`src/rtl/rsa_modexp_seq.sv`:
```
// -----------------------------------------------------------------------------
// rsa_modexp_seq
// Left-to-right square-and-multiply sequencer for the Montgomery modular
// exponentiation path. Scans a latched exponent MSB-first and issues one
// request per operation to a shared Montgomery multiplier through a
// start/done handshake. Run order: PRE_M, PRE_X, exponent loop (SQR, plus MUL
// for every set bit), POST, then a one-cycle done pulse.
//
// Ports:
//   clk        rising-edge clock
//   rstb       synchronous active-low reset
//   ena        global clock enable; state advances only when high
//   start      begin exponentiation (sampled in IDLE only)
//   abort      cancel current run, return to IDLE (beats start and mul_done)
//   exponent   exponent E, latched on an accepted start
//   mul_done   multiplier completion pulse (sampled in WAIT only)
//   mul_start  multiplier request, one enabled cycle per operation
//   mul_op     opcode: 0 PRE_M, 1 PRE_X, 2 SQR, 3 MUL, 4 POST, 7 idle
//   busy       high from accepted start until done/abort
//   done       one-enabled-cycle pulse when POST completes
//   bit_cnt    exponent bits remaining
// -----------------------------------------------------------------------------
module rsa_modexp_seq #(
   parameter int WIDTH = 8,
   parameter int CNTW  = $clog2(WIDTH + 1)
) (
   input  logic             clk,
   input  logic             rstb,
   input  logic             ena,
   input  logic             start,
   input  logic             abort,
   input  logic [WIDTH-1:0] exponent,
   input  logic             mul_done,
   output logic             mul_start,
   output logic [2:0]       mul_op,
   output logic             busy,
   output logic             done,
   output logic [CNTW-1:0]  bit_cnt
);

   localparam logic [2:0] OP_PRE_M = 3'd0;
   localparam logic [2:0] OP_PRE_X = 3'd1;
   localparam logic [2:0] OP_SQR   = 3'd2;
   localparam logic [2:0] OP_MUL   = 3'd3;
   localparam logic [2:0] OP_POST  = 3'd4;
   localparam logic [2:0] OP_IDLE  = 3'd7;

   typedef enum logic [1:0] {
      ST_IDLE  = 2'd0,
      ST_ISSUE = 2'd1,
      ST_WAIT  = 2'd2,
      ST_DONE  = 2'd3
   } state_t;

   state_t           r_state;
   state_t           w_state_nx;
   logic [WIDTH-1:0] r_e_sh;
   logic [WIDTH-1:0] w_e_sh_nx;
   logic [CNTW-1:0]  r_bit_cnt;
   logic [CNTW-1:0]  w_bit_cnt_nx;
   logic [CNTW-1:0]  w_cnt_dec;
   logic [2:0]       r_op;        // current opcode; doubles as the mul_op output
   logic [2:0]       w_op_nx;
   logic [2:0]       w_op_after_bit;
   logic             r_busy;
   logic             w_busy_nx;
   logic             r_mul_start;
   logic             r_done;

   // Saturating decrement and the op that follows a fully processed exponent bit
   always_comb begin
      if (r_bit_cnt != {CNTW{1'b0}}) begin
         w_cnt_dec = r_bit_cnt - CNTW'(1);
      end else begin
         w_cnt_dec = r_bit_cnt;
      end
      if (w_cnt_dec != {CNTW{1'b0}}) begin
         w_op_after_bit = OP_SQR;
      end else begin
         w_op_after_bit = OP_POST;
      end
   end

   // Next-state and next-register values
   always_comb begin
      w_state_nx   = r_state;
      w_e_sh_nx    = r_e_sh;
      w_bit_cnt_nx = r_bit_cnt;
      w_op_nx      = r_op;
      w_busy_nx    = r_busy;
      case (r_state)
         ST_IDLE: begin
            if (start && !abort) begin
               w_e_sh_nx    = exponent;
               w_bit_cnt_nx = CNTW'(WIDTH);
               w_busy_nx    = 1'b1;
               w_op_nx      = OP_PRE_M;
               w_state_nx   = ST_ISSUE;
            end else begin
               w_op_nx      = OP_IDLE;
            end
         end
         ST_ISSUE: begin
            w_state_nx = ST_WAIT;
         end
         ST_WAIT: begin
            if (mul_done) begin
               w_state_nx = ST_ISSUE;
               case (r_op)
                  OP_PRE_M: w_op_nx = OP_PRE_X;
                  OP_PRE_X: begin
                     if (r_bit_cnt != {CNTW{1'b0}}) begin
                        w_op_nx = OP_SQR;
                     end else begin
                        w_op_nx = OP_POST;
                     end
                  end
                  OP_SQR: begin
                     if (r_e_sh[WIDTH-1]) begin
                        w_op_nx = OP_MUL;
                     end else begin
                        w_e_sh_nx    = {r_e_sh[WIDTH-2:0], 1'b0};
                        w_bit_cnt_nx = w_cnt_dec;
                        w_op_nx      = w_op_after_bit;
                     end
                  end
                  OP_MUL: begin
                     w_e_sh_nx    = {r_e_sh[WIDTH-2:0], 1'b0};
                     w_bit_cnt_nx = w_cnt_dec;
                     w_op_nx      = w_op_after_bit;
                  end
                  OP_POST: begin
                     w_state_nx = ST_DONE;
                     w_busy_nx  = 1'b0;
                     w_op_nx    = OP_IDLE;
                  end
                  default: begin
                     w_state_nx = ST_IDLE;
                     w_busy_nx  = 1'b0;
                     w_op_nx    = OP_IDLE;
                  end
               endcase
            end else begin
               w_state_nx = ST_WAIT;
            end
         end
         ST_DONE: begin
            w_state_nx = ST_IDLE;
            w_op_nx    = OP_IDLE;
         end
         default: begin
            w_state_nx = ST_IDLE;
            w_busy_nx  = 1'b0;
            w_op_nx    = OP_IDLE;
         end
      endcase
      // abort overrides everything above, including start and mul_done
      if (abort) begin
         w_state_nx   = ST_IDLE;
         w_bit_cnt_nx = {CNTW{1'b0}};
         w_busy_nx    = 1'b0;
         w_op_nx      = OP_IDLE;
      end else begin
         w_state_nx   = w_state_nx;
      end
   end

   // State and registered outputs; everything holds while ena is low
   always_ff @(posedge clk) begin
      if (!rstb) begin
         r_state     <= ST_IDLE;
         r_e_sh      <= {WIDTH{1'b0}};
         r_bit_cnt   <= {CNTW{1'b0}};
         r_op        <= OP_IDLE;
         r_busy      <= 1'b0;
         r_mul_start <= 1'b0;
         r_done      <= 1'b0;
      end else if (ena) begin
         r_state     <= w_state_nx;
         r_e_sh      <= w_e_sh_nx;
         r_bit_cnt   <= w_bit_cnt_nx;
         r_op        <= w_op_nx;
         r_busy      <= w_busy_nx;
         r_mul_start <= (w_state_nx == ST_ISSUE);
         r_done      <= (w_state_nx == ST_DONE);
      end
   end

   assign mul_start = r_mul_start;
   assign mul_op    = r_op;
   assign busy      = r_busy;
   assign done      = r_done;
   assign bit_cnt   = r_bit_cnt;

endmodule

```
`config.mk`:
```
export PLATFORM = sky130hd
export DESIGN_NAME = rsa_modexp_seq
export DESIGN_NICKNAME = d
export VERILOG_FILES = /design/src/rtl/rsa_modexp_seq.sv
export SDC_FILE = /design/constraint.sdc
export NUM_CORES = 1
export LEC_CHECK = 0
export ABC_CLOCK_PERIOD_IN_PS = 1300
export CORE_MARGIN = 5
export CORE_UTILIZATION = 45
export CTS_CLUSTER_DIAMETER = 150
export DETAILED_ROUTE_END_ITERATION = 12
export PLACE_DENSITY = 0.71
export SLEW_MARGIN = 20
export SYNTH_ARGS = -nofsm -noshare
export SYNTH_HDL_FRONTEND = slang
export SYNTH_SLANG_ARGS = --single-unit
```
`constraint.sdc`:
```
create_clock -name clk -period 1.3 [get_ports clk]
set_input_delay 0.195 -clock clk [delete_from_list [all_inputs] [get_ports clk]]
set_output_delay 0.195 -clock clk [all_outputs]
set_load 0.005 [all_outputs]
```
==> flow_summary.ini <==
[clocking]
cts_inserted_buffers = 3
cts_sinks = 20
hold_buffers = 0
htreeDepth = 1
clockBufferDepth = 2
cts.clk_slew.worst_paths_ns = 0.12
cts_root_buf = clkbuf_4
tritoncts = done
insertion_delay_ns = 0.31

[yosys]
synthFlopType = dfxtp_1
synth_area_sq_um = 1200
yosysTopAreaCell = dfxtp_1
synth_top_family_by_area = simple AND/OR/NAND/NOR gates
yosys.area_share.adder = 0.0104
synth_compound_area_frac = 0.252
synth_xor_xnor_area_share = 0
synth_edf_count = 0
ys_top_cells_by_count = 20 x dfxtp_1, 15 x nand2_1, 14 x nand3_1
postSynthAreaPerCell_sq_um = 7.95
ys_async_sr_fraction = 0
synth_seq_cells = 20
syn-num-nets = 166
synth_cell_type_count = 46
synth_top_area_frac = 0.333
synth.most_common_cell = dfxtp_1
synth-simple-area-share = 0.309
syn_inst = 151
synth_area_leaders = dfxtp_1 33%, nand3_1 5.8%, mux2i_1 5.0%
ys_seq_area_frac = 0.333
muxShareOfSynthArea = 0.0500
yosys_warnings = 0

[run]
cap_viol_max_count = 0

[timing]
clock_skew_ns = 0.00936
fmax_mhz = 639
period_minus_slack_ns = 1.56
rsz0062_at_grt = yes
fin_crit_sh = 1.20
setup_viol = 11
tightest_slew_ns = 0.297
hold_violations = 0
postLayoutSetupSlackWorst_ns = -0.264
relSlewSlack = 0.802
finalMaxSlewViolations = 0

[setup_path]
worst-path-max-fanout = 4
critPathRequiredTime_ns = 1.49
critPathKind = register to register
cp_data_arrival_time_ns = 1.75
r2r_slack_ns = -0.26
start_kind = register
end_kind = register

[pwr]
powerDensity_nw_per_um2 = 641
swShare = 0.281
p_comb_frac = 0.246
seqPwrFrac = 0.481
netSwitchingPower_mw = 0.376
internal_power_mw = 0.962
power.leakage_nw = 0.856
pwr-share-clk = 0.274
peakVddDrop_mv = 0.654

[cells_and_area]
design_area_sq_um = 2090
fill_cells = 142
fin_cells = 244
diodes = 0
final_nets = 230
layout-drive-gt1-share = 0.495
synthToLayoutAreaGrowth_pct = 73.7

[routing]
vias_per_cell = 6.03
ant_nets = 0
first_iter_violations = 144
wl_per_cell_um = 18.5
routed_wl_mm = 4.51
drc_errors = 0
dr.pass1.iters = 4
num_vias = 1472

[placed_design]
dp_hpwl_mm = 2.72
placed_cells = 234
place_ws_ns = -0.454
gp_congestion = 0.991
port_buffers = 23
placed_area_sq_um = 1740

[global_routing]
antenna_found_initial = 0
overflow = 0
grt_max_degree = 17
grt_pass1_wl_mm = 6.24
grtUsageTotal = 0.221
grt_pass1_vias = 1368

[status]
violations = setup timing
status = finished, violations left

[floorplanning]
dieArea_sq_um = 3800
start_util = 0.476
core_sq_um = 2520
placementRows = 18
die_x_um = 61.7
pin_count = 24
die_h_um = 61.7

[hold_path]
min_path_type = input port to register
==> cell usage in the layout, fill, tap and decap left out, types with 2 or more instances in the layout <==
cell type / n
a211oi_2: 2
a21boi_1: 2
a21oi_1: 8
a21oi_2: 2
buf_4: 35
buf_6: 5
clkbuf_4: 3
clkdlybuf4s50_1: 13
dfxtp_1: 9
dfxtp_2: 6
dfxtp_4: 5
dlygate4sd2_1: 8
inv_1: 3
inv_2: 2
mux2i_1: 4
mux2i_2: 2
nand2_1: 12
nand2_2: 3
nand2b_1: 3
nand2b_4: 4
nand3_1: 9
nand3_2: 5
nand3_4: 2
nor2_1: 6
nor2_2: 3
nor2b_1: 5
nor2b_2: 2
nor3_2: 2
o211ai_1: 3
o21ai_0: 2
o21ai_1: 5
o21ai_2: 2
o21ai_4: 2
o31ai_2: 5
o31ai_4: 2
==> layer usage <==
layer / routed length, um / GRT usage
met2: 2260 / 0.381
met1: 1800 / 0.275
met5: 0 / 0
met3: 312 / 0.0545
met4: 127 / 0.0545
==> worst paths after layout <==
check               from         end  cells after the start
min reg2reg    r_e_sh[2]   r_e_sh[2]                      2
max reg2reg   bit_cnt[0]  bit_cnt[1]                      7
min          exponent[0]   r_e_sh[0]                      3
max           bit_cnt[0]  bit_cnt[1]                      7
==> what timing repair did <==
| item | in CTS | in global routing |
|---|---|---|
| buffers inserted | 2 | 4 |
| gates cloned | 1 | 0 |
| pin swaps | 12 | 20 |
| gates resized for setup | 38 | 39 |
| setup endpoints to repair | 25 | 21 |
==> area by class of cell <==
class | instances | area (sq um) | share of cell area
Clock buffer | 4 | 36.3 | 0.0174
Tap cell | 30 | 37.5 | 0.0180
Sequential cell | 20 | 427 | 0.204
Multi-Input combinational cell | 121 | 1010 | 0.482
Timing Repair Buffer | 64 | 562 | 0.269
Inverter | 5 | 18.8 | 0.00899
==> cell families after synthesis <==
group | Yosys count
muxes | 6
adders and majority gates | 1
DFF | 20
AOI/OAI and AO/OA | 46
buffers and inverters | 11
and+or+nand+nor | 67
==> registers in the layout, summed over array words and instances (netlist names) <==
register / cells
busy: 1
bit_cnt: 4
r_state: 2
r_e_sh: 8
mul_start: 1
mul_op: 3
done: 1
==> through the flow <==
stage           util  setup TNS, ns  power [mW]  hold slack, ns
2_1_floorplan      -         -0.202       0.774           0.339
3_3_place_gp   0.691          -5.12       0.904           0.446
3_5_place_dp   0.691          -5.65       0.911           0.467
4_1_cts        0.757         -0.719        1.29           0.439
5_1_grt        0.827          -1.90        1.39           0.452
6_report       0.827          -1.03        1.34           0.448
==> power by group through the flow <==
stage	registers, mW	logic (mW)	clock network [mW]
2_1_floorplan	0.665	0.108	0
3_3_place_gp	0.662	0.242	0
3_5_place_dp	0.663	0.247	0
4_1_cts	0.647	0.273	0.370
5_1_grt	0.645	0.350	0.397
6_report	0.643	0.329	0.366
==> worst max-delay path: stages, from the launching register on <==
cell     delay, ns
dfxtp_2       0.39
inv_2         0.06
ha_4          0.18
nor3b_4       0.16
buf_4         0.14
nor2_1        0.11
nand2_1       0.11
o32ai_1       0.30
(Power assumes the default switching activity.)
